## config.mk

```make
export PLATFORM = sky130hd
export DESIGN_NAME = urt_tx_req_sched_flat
export DESIGN_NICKNAME = d
export VERILOG_FILES = /design/src/rtl/urt_tx_req_sched_if.sv /design/src/rtl/urt_tx_req_sched.sv /design/src/flat_wrapper.sv
export SDC_FILE = /design/constraint.sdc
export NUM_CORES = 1
export LEC_CHECK = 0
export CORE_MARGIN = 3
export CORE_UTILIZATION = 50
export DETAILED_ROUTE_END_ITERATION = 10
export GPL_ROUTABILITY_DRIVEN = 0
export PLACE_DENSITY = 0.7
export SLEW_MARGIN = 25
export SYNTH_ARGS = -nofsm -noshare
export SYNTH_HDL_FRONTEND = slang
export SYNTH_SLANG_ARGS = --single-unit
```

## constraint.sdc

```tcl
create_clock -name clk_100m -period 13.8 [get_ports clk_100m]
set_input_delay 3.45 -clock clk_100m [delete_from_list [all_inputs] [get_ports clk_100m]]
set_output_delay 3.45 -clock clk_100m [all_outputs]
set_load 0.01 [all_outputs]
```

## src/rtl/urt_tx_req_sched_if.sv

```systemverilog
// urt_tx_req_sched_if
//   Bundle of the request/grant signals between the UART command analyser,
//   the TX request scheduler and the UART TX packet generator.
//
//   i_req              analyser -> scheduler  read-request pulses, one bit per item
//   i_down_stream_rdy  generator -> scheduler grant enable
//   i_pkg_done         generator -> scheduler packet fully handed to the TX FIFO
//   o_pkg_start        scheduler -> generator one-cycle packet start pulse
//   o_pkg_sel          scheduler -> generator granted request index
//   o_busy             scheduler status, high while a packet or gap is in progress
//   o_pend             scheduler status, pending request vector
//   o_merge_cnt        scheduler status, saturating count of coalesced requests
//   o_timeout          scheduler status, one-cycle pulse on completion timeout
//
//   master: the side that drives requests/handshake (analyser + generator model)
//   slave : the scheduler itself
interface urt_tx_req_sched_if #(
  parameter int NUM_REQ = 20,
  parameter int IDX_W   = 5
);
  logic [NUM_REQ-1:0] i_req;
  logic               i_down_stream_rdy;
  logic               i_pkg_done;
  logic               o_pkg_start;
  logic [IDX_W-1:0]   o_pkg_sel;
  logic               o_busy;
  logic [NUM_REQ-1:0] o_pend;
  logic [15:0]        o_merge_cnt;
  logic               o_timeout;

  modport master (
    output i_req,
    output i_down_stream_rdy,
    output i_pkg_done,
    input  o_pkg_start,
    input  o_pkg_sel,
    input  o_busy,
    input  o_pend,
    input  o_merge_cnt,
    input  o_timeout
  );

  modport slave (
    input  i_req,
    input  i_down_stream_rdy,
    input  i_pkg_done,
    output o_pkg_start,
    output o_pkg_sel,
    output o_busy,
    output o_pend,
    output o_merge_cnt,
    output o_timeout
  );
endinterface

```

## src/rtl/urt_tx_req_sched.sv

```systemverilog
// urt_tx_req_sched
//   Latches read-request pulses into a pending vector and grants them to the
//   UART TX packet generator round-robin, one packet at a time. After each
//   packet (completed or timed out) an idle gap is inserted before the next
//   grant, so a stalled generator cannot hold the TX path forever.
//
//   clk_100m  system clock
//   rst_100m  synchronous active-low reset
//   bus       urt_tx_req_sched_if.slave (requests, handshake, status outputs)
//
//   state     | meaning
//   ----------+-----------------------------------------------------------
//   IDLE      | no packet in flight; grant when something pends and rdy=1
//   START     | one cycle: o_pkg_start high, clear winner's pending bit
//   WAIT_DONE | waiting for i_pkg_done, bounded by the timeout counter
//   GAP       | GAP_CYC idle cycles before the next grant may be issued
module urt_tx_req_sched #(
  parameter int NUM_REQ     = 20,
  parameter int IDX_W       = 5,
  parameter int GAP_CYC     = 16,
  parameter int TIMEOUT_CYC = 1000000
) (
  input logic               clk_100m,
  input logic               rst_100m,
  urt_tx_req_sched_if.slave bus
);

  typedef enum logic [1:0] {
    IDLE      = 2'd0,
    START     = 2'd1,
    WAIT_DONE = 2'd2,
    GAP       = 2'd3
  } state_t;

  localparam int TMO_W = (TIMEOUT_CYC > 1) ? $clog2(TIMEOUT_CYC) : 1;
  localparam int GAP_W = (GAP_CYC > 1) ? $clog2(GAP_CYC) : 1;

  localparam logic [TMO_W-1:0] TMO_LOAD = TMO_W'(TIMEOUT_CYC - 1);
  localparam logic [GAP_W-1:0] GAP_LOAD = (GAP_CYC > 0) ? GAP_W'(GAP_CYC - 1) : '0;
  localparam logic [IDX_W-1:0] PTR_RST  = IDX_W'(NUM_REQ - 1);

  // Where a finished or abandoned packet goes next.
  localparam state_t POST_PKT = (GAP_CYC == 0) ? IDLE : GAP;

  state_t             state;
  logic [NUM_REQ-1:0] pend;
  logic [IDX_W-1:0]   ptr;
  logic [IDX_W-1:0]   sel;
  logic [TMO_W-1:0]   tmo_cnt;
  logic [GAP_W-1:0]   gap_cnt;
  logic [15:0]        merge_cnt;
  logic               pkg_start_q;
  logic               busy_q;
  logic               timeout_q;

  logic [NUM_REQ-1:0] clr_mask;
  logic [NUM_REQ-1:0] pend_nxt;
  logic               merge_hit;
  logic               win_vld;
  logic [IDX_W-1:0]   win_idx;

  // Pending update: the granted bit is cleared in START, but a new request
  // for the same bit in that cycle re-arms it (set wins, not a merge).
  always_comb begin
    clr_mask = '0;
    for (int k = 0; k < NUM_REQ; k++) begin
      clr_mask[k] = (state == START) && (sel == IDX_W'(k));
    end
    pend_nxt  = (pend & ~clr_mask) | bus.i_req;
    merge_hit = |(bus.i_req & pend & ~clr_mask);
  end

  // Round-robin search: first pending index strictly after ptr, wrapping.
  always_comb begin
    int cand;
    cand    = 0;
    win_vld = 1'b0;
    win_idx = '0;
    for (int i = 1; i <= NUM_REQ; i++) begin
      cand = int'(ptr) + i;
      if (cand >= NUM_REQ) begin
        cand = cand - NUM_REQ;
      end
      if (!win_vld && pend[cand]) begin
        win_vld = 1'b1;
        win_idx = IDX_W'(cand);
      end
    end
  end

  always_ff @(posedge clk_100m) begin
    if (!rst_100m) begin
      state       <= IDLE;
      pend        <= '0;
      ptr         <= PTR_RST;
      sel         <= '0;
      tmo_cnt     <= '0;
      gap_cnt     <= '0;
      merge_cnt   <= '0;
      pkg_start_q <= 1'b0;
      busy_q      <= 1'b0;
      timeout_q   <= 1'b0;
    end else begin
      pend        <= pend_nxt;
      pkg_start_q <= 1'b0;
      timeout_q   <= 1'b0;

      if (merge_hit && (merge_cnt != 16'hFFFF)) begin
        merge_cnt <= merge_cnt + 16'd1;
      end

      case (state)
        IDLE: begin
          if (win_vld && bus.i_down_stream_rdy) begin
            sel         <= win_idx;
            state       <= START;
            pkg_start_q <= 1'b1;
            busy_q      <= 1'b1;
          end
        end

        START: begin
          ptr     <= sel;
          tmo_cnt <= TMO_LOAD;
          state   <= WAIT_DONE;
        end

        // Down-counter loaded with TIMEOUT_CYC-1; firing at a count of 1
        // makes the registered o_timeout land TIMEOUT_CYC cycles after START.
        WAIT_DONE: begin
          if (bus.i_pkg_done) begin
            state   <= POST_PKT;
            gap_cnt <= GAP_LOAD;
            busy_q  <= (POST_PKT != IDLE);
          end else if (tmo_cnt <= TMO_W'(1)) begin
            timeout_q <= 1'b1;
            state     <= POST_PKT;
            gap_cnt   <= GAP_LOAD;
            busy_q    <= (POST_PKT != IDLE);
          end else begin
            tmo_cnt <= tmo_cnt - TMO_W'(1);
          end
        end

        GAP: begin
          if (gap_cnt == '0) begin
            state  <= IDLE;
            busy_q <= 1'b0;
          end else begin
            gap_cnt <= gap_cnt - GAP_W'(1);
          end
        end

        default: begin
          state  <= IDLE;
          busy_q <= 1'b0;
        end
      endcase
    end
  end

  assign bus.o_pkg_start = pkg_start_q;
  assign bus.o_pkg_sel   = sel;
  assign bus.o_busy      = busy_q;
  assign bus.o_pend      = pend;
  assign bus.o_merge_cnt = merge_cnt;
  assign bus.o_timeout   = timeout_q;

endmodule

```

## src/flat_wrapper.sv

```systemverilog
// flat-port wrapper written by rule: the top's interface ports become plain ports
module urt_tx_req_sched_flat 
#(
  parameter int NUM_REQ     = 20,
  parameter int IDX_W       = 5,
  parameter int GAP_CYC     = 16,
  parameter int TIMEOUT_CYC = 1000000
)
  (clk_100m, rst_100m, bus_i_req, bus_i_down_stream_rdy, bus_i_pkg_done, bus_o_pkg_start, bus_o_pkg_sel, bus_o_busy, bus_o_pend, bus_o_merge_cnt, bus_o_timeout);
  urt_tx_req_sched_if #(.NUM_REQ(NUM_REQ), .IDX_W(IDX_W)) bus_i ();
  input logic clk_100m;
  input logic rst_100m;
  input wire logic [$bits(bus_i.i_req)-1:0] bus_i_req;
  input wire logic [$bits(bus_i.i_down_stream_rdy)-1:0] bus_i_down_stream_rdy;
  input wire logic [$bits(bus_i.i_pkg_done)-1:0] bus_i_pkg_done;
  output wire logic [$bits(bus_i.o_pkg_start)-1:0] bus_o_pkg_start;
  output wire logic [$bits(bus_i.o_pkg_sel)-1:0] bus_o_pkg_sel;
  output wire logic [$bits(bus_i.o_busy)-1:0] bus_o_busy;
  output wire logic [$bits(bus_i.o_pend)-1:0] bus_o_pend;
  output wire logic [$bits(bus_i.o_merge_cnt)-1:0] bus_o_merge_cnt;
  output wire logic [$bits(bus_i.o_timeout)-1:0] bus_o_timeout;
  assign bus_i.i_req = bus_i_req;
  assign bus_i.i_down_stream_rdy = bus_i_down_stream_rdy;
  assign bus_i.i_pkg_done = bus_i_pkg_done;
  assign bus_o_pkg_start = bus_i.o_pkg_start;
  assign bus_o_pkg_sel = bus_i.o_pkg_sel;
  assign bus_o_busy = bus_i.o_busy;
  assign bus_o_pend = bus_i.o_pend;
  assign bus_o_merge_cnt = bus_i.o_merge_cnt;
  assign bus_o_timeout = bus_i.o_timeout;
  urt_tx_req_sched #(.NUM_REQ(NUM_REQ), .IDX_W(IDX_W), .GAP_CYC(GAP_CYC), .TIMEOUT_CYC(TIMEOUT_CYC)) u_core (.clk_100m(clk_100m), .rst_100m(rst_100m), .bus(bus_i));
endmodule
```

## Word level (Yosys, flattened, before mapping)

Index checks and enable logic that the tools add are counted.

- Register bits after elaboration: 75
- Input port bits: 24
- Output and inout port bits: 44
- Logic and storage cells: 343

- Add/subtract/negate cells: 43
- Magnitude comparators: 41
- Eq/ne operators: 29
- Mux-type cells: 139
- Bitwise logic cells: 7
- Reduce and logical (&&, ||, !) cells: 74

Operators by type and width:

| operator | count |
|---|---|
| $ge 32x6->1 const B | 20 |
| $lt 32x7->1 const B | 20 |
| $mux 32 | 20 |
| $sub 32x6->32 const B | 20 |
| $bmux 1 s5 | 20 |
| $mux 5 | 20 |
| $mux 1 | 66 |
| $and 20x20->20 | 3 |
| $add 5x4->6 const B | 8 |
| $logic_and 1x1->1 | 41 |
| $eq 5x4->1 const B | 8 |
| $mux 20 | 2 |
| $pmux 20 s2 | 1 |
| $add 5x5->6 const B | 5 |
| $add 5x3->6 const B | 4 |
| $eq 5x3->1 const B | 4 |
| $eq 5x5->1 const B | 4 |
| $le 20x1->1 const B | 1 |
| $not 20->20 | 1 |
| $or 20x20->20 | 1 |
| $reduce_or 20->1 | 1 |
| $sub 20x1->20 const B | 1 |
| $logic_not 1->1 | 19 |
| $add 16x1->16 const B | 1 |
| 26 further kinds | 42 |

## Depth between registers and ports, before layout

- Depth after elaboration: 67
- Depth in mapped cells: 24
- Gate-level depth less buffers: 19

## Least setup slack after synthesis

Ideal clock, no wire load.

- Path kind: register -> register
- Start: reg u_core.ptr[1]
- End: reg u_core.sel[2] (netlist: u_core.bus.o_pkg_sel[2])
- Setup time: 70 ps
- Arrival: 6360 ps
- Required time: 13730 ps
- Path slack: 7370 ps
- Cell stages (with the launch flop): 24
- Path buffers: 5
- Period minus slack after synthesis: 6430 ps
- Cell sequence: dfxtp_1 > buf_2 > buf_2 > buf_1 > inv_1 > ha_1 > xor2_2 > clkinv_1 > ha_1 > a21bo_2 > o31a_1 > a21boi_1 > xnor2_1 > mux2_4 > a41o_1 > or4_1 > buf_2 > or4b_1 > buf_2 > nor4_2 > and2_1 > a211oi_1 > or4_1 > a21oi_1

- Cells in the longest elaborated chain, start to end: 66
- Elaborated cells on any way between the ends: 220
- Those cells by class: add/sub (40); order compare (20); mux (120); reduce/logical (40)

Ends and longest elaborated chain:

| item | RTL line | text |
|---|---|---|
| from (decl) | urt_tx_req_sched.sv:47 | `logic [IDX_W-1:0] ptr;` |
| from (signal assigned) | urt_tx_req_sched.sv:123 | `ptr <= sel;` |
| $add 5x1->6 | urt_tx_req_sched.sv:80 | `cand = int'(ptr) + i;` |
| $sub 32x6->32 / $ge 32x6->1 (equally long branches) | urt_tx_req_sched.sv:82, urt_tx_req_sched.sv:81 |  |
| $mux 32 | urt_tx_req_sched.sv:81 | `if (cand >= NUM_REQ) begin` |
| $bmux 1 s5 | urt_tx_req_sched.sv:84 | `if (!win_vld && pend[cand]) begin` |
| $mux 1 (implied by the code) (2 in a row) | urt_tx_req_sched.sv:84 |  |
| $mux 1 | urt_tx_req_sched.sv:84 |  |
| $logic_not 1->1 | urt_tx_req_sched.sv:84 |  |
| $logic_and 1x1->1 | urt_tx_req_sched.sv:84 |  |
| [49 not listed] | -- |  |
| $logic_not 1->1 | urt_tx_req_sched.sv:84 |  |
| $logic_and 1x1->1 | urt_tx_req_sched.sv:84 |  |
| $mux 1 | urt_tx_req_sched.sv:84 |  |
| $logic_not 1->1 | urt_tx_req_sched.sv:84 |  |
| $logic_and 1x1->1 | urt_tx_req_sched.sv:84 |  |
| $mux 1 | urt_tx_req_sched.sv:84 |  |
| $logic_and 1x1->1 | urt_tx_req_sched.sv:114 | `if (win_vld && bus.i_down_stream_rdy) begin` |
| $reduce_and 2->1 (no source line) | -- |  |
| to (signal assigned) | urt_tx_req_sched.sv:115 | `sel <= win_idx;` |
| to (decl) | urt_tx_req_sched.sv:48 | `logic [IDX_W-1:0] sel;` |

Parallel ways exist; a longest one is shown, timed or not. The select of a mux whose other input is x is not followed.
A chain may end at the register's enable or synchronous reset.

## Worst setup path in the final report

- Start: reg u_core.ptr[2]
- End: reg u_core.sel[2] (netlist: u_core.bus.o_pkg_sel[2])

Same word-level chain as after synthesis.

==> flow_summary.yaml <==
timing:
  finalHoldViolations: 0
  setup_viol: 0
  finClkSkew_ns: 0.00911
  setup_slack_ns: 7.17
  tightest_slew_ns: 1.03
  finalCritPeriodShare: 0.480
  fin_setup_tns_ns: 0
  fin_crit_ns: 6.63
  clock.fmax_mhz: 151
  slew_headroom: 0.304
  rsz0062_at_grt: "no"
  drv_slew: 0
pwr:
  worst_ir_drop_vdd_v: 0.000157
  powerDensity_nw_per_um2: 286
  p_leak_nw: 3.84
logic_synthesis:
  syn-instance-count: 1141
  syn_nets: 1219
  async_flop_share: 0
  avgSynthCellArea_sq_um: 7.66
  yosys_warnings: 0
  synth_flop_cell: "dfxtp_1"
  syn_area_sq_um: 8730
  synth.distinct_cells: 92
  synth-seq-cells: 75
  synth-edff-count: 0
  yosysSeqAreaShare: 0.172
grt:
  busiest_layer: "met2"
  met2_usage: 0.425
  met3_usage: 0.0563
  first_global_vias: 8327
  overflow: 0
  grt_max_degree: 58
  grt_usage: 0.283
  grt_use_met1: 0.381
  antenna_found_initial: 0
  grt_first_pass_wirelength_mm: 44.5
floorplan:
  die_y_microns: 138
  row_count: 47
  die-area_sq_um: 19100
  die_width_microns: 138
  pin_count: 68
  core-area_sq_um: 16800
  start_util: 0.519
layout:
  drive_above_1_share: 0.0795
  final_common_cell: "nor2_1"
  multi_input_area_sq_um: 6810
  fillers: 1585
  diodes: 0
  area_growth_pct: 12.8
  mostFrequentLayoutCells: "nor2_1 (134), nand2_1 (99), dfxtp_1 (74)"
  fin_nets: 1255
  seqCellArea_sq_um: 1500
  final_area_sq_um: 9850
route:
  drt_pre_antenna_iters: 6
  antenna_left: 0
  drc: 0
  drt-wirelength-per-cell_microns: 20.2
  dr_total_vias: 9089
  drt_wl_total_mm: 28.3
  via_per_inst: 6.48
  first_iter_violations: 1000
critical_path:
  end_kind: "register"
  path_max_fanout: 29
  arrival_ns: 6.89
  critPathLaunchType: "register"
  cp_data_required_time_ns: 14.07
  worstSetupPathType: "register to register"
clock_tree:
  post_cts_buffers: 0
  cts_buffers: 9
  cts-resized-gates: 0
  cts_tree: "built"
  cts_num_sinks: 75
  htreeDepth: 3
  ctsRootBufferMaster: "clkbuf_16"
  holdBufCountCts: 0
  path_clk_slew_ns: 0.06
  clkLatencyLatePin_ns: 0.34
  clock_path_buffers: 2
placed_design:
  postPlaceCellArea_sq_um: 9520
  portBuffers: 67
  dp_hpwl_mm: 21.5
  pre_cts_slack_ns: 7.34
outcome:
  outcome: "complete, no violations"
min_path:
  hold_class: "register to register"
flow_run:
  max_cap_violations: 0
[layout make-up]
| class | instances | share of cell area |
|---|---|---|
| Tap cell | 220 | 0.0279 |
| Multi-Input combinational cell | 963 | 0.691 |
| Sequential cell | 75 | 0.153 |
| Clock inverter | 5 | 0.00838 |
| Timing Repair Buffer | 75 | 0.0742 |
| Clock buffer | 11 | 0.0257 |
| Inverter | 53 | 0.0202 |
[state kept, by name, indices dropped and copies added (netlist names)]
register                cells
u_core.bus.o_pend          20
u_core.tmo_cnt             20
u_core.bus.o_merge_cnt     16
u_core.bus.o_pkg_sel        5
u_core.ptr                  5
u_core.gap_cnt              4
u_core.state                2
u_core.bus.o_busy           1
u_core.bus.o_pkg_start      1
u_core.bus.o_timeout        1
[worst max-delay path, cell delays in order, from the launching register on]
cell	delay, ns
dfxtp_1	0.30
buf_4	0.32
clkinv_1	0.47
ha_1	0.37
a21boi_0	0.46
xnor2_1	0.28
inv_1	0.12
ha_1	0.23
a21bo_2	0.20
o31a_1	0.17
a21boi_1	0.09
xnor2_1	0.40
mux2_4	0.35
a41o_1	0.30
or4_1	0.52
or4b_1	0.69
nor4_2	0.34
and2_1	0.18
a211oi_1	0.05
or4_1	0.54
a21oi_1	0.16
[metal layers]
layer  wire (microns)  share of wire
met4             1650          0.058
met3             2670          0.094
met1            12000           0.43
met5                0              0
met2            11900           0.42
[power by group]
part | total, mW | leakage [nW] | internal (mW) | switching (mW)
clock | 0.260 | 0.166 | 0.169 | 0.0917
sequential | 0.315 | 0.617 | 0.264 | 0.0510
combinational | 2.24 | 3.06 | 0.839 | 1.40
[kinds of logic after synthesis]
logic type | share of synthesized area
compound gates | 0.238
xor+xnor | 0.0738
fa+ha+maj | 0.0782
buf+inv | 0.0487
flops | 0.172
mux | 0.121
simple gates | 0.268
[cells in the mapped netlist, types with 16 or more instances]
library cell  number  share of area
clkbuf_1          35          0.015
ha_1              53          0.076
nand3_1           38          0.022
nand2b_1          21          0.015
a21oi_1           68          0.039
nand4_1           16          0.011
a21boi_0          23          0.020
xor2_1            20          0.020
mux2i_1           41          0.047
nor2_1           134          0.058
inv_1             47          0.020
nor3_1            34          0.019
xnor2_1           48          0.048
mux4_2            22          0.057
o211ai_1          19          0.016
dfxtp_1           75           0.17
o21ai_0           34          0.019
nand2_1           99          0.043
[path summary, 6_finish.rpt]
kind / startpoint / to / slack (ns) / cells past startpoint
max: u_core.ptr[2] / u_core.bus.o_pkg_sel[2] / 7.17 / 20
max reg2reg: u_core.ptr[2] / u_core.bus.o_pkg_sel[2] / 7.17 / 20
min: u_core.tmo_cnt[15] / u_core.tmo_cnt[15] / 0.52 / 2
min reg2reg: u_core.tmo_cnt[15] / u_core.tmo_cnt[15] / 0.52 / 2
[through the flow]
| stage | cells | utilization | hold WS, ns | power [mW] |
|---|---|---|---|---|
| 2_1_floorplan | 1141 | - | 0.471 | 1.95 |
| 6_report | 1402 | 0.586 | 0.515 | 2.81 |
| 5_1_grt | 1402 | 0.586 | 0.553 | 3.00 |
| 4_1_cts | 1402 | 0.586 | 0.513 | 2.74 |
| 3_3_place_gp | 1386 | 0.566 | 0.487 | 2.46 |
| 3_5_place_dp | 1386 | 0.566 | 0.500 | 2.47 |
(Power assumes the default switching activity.)
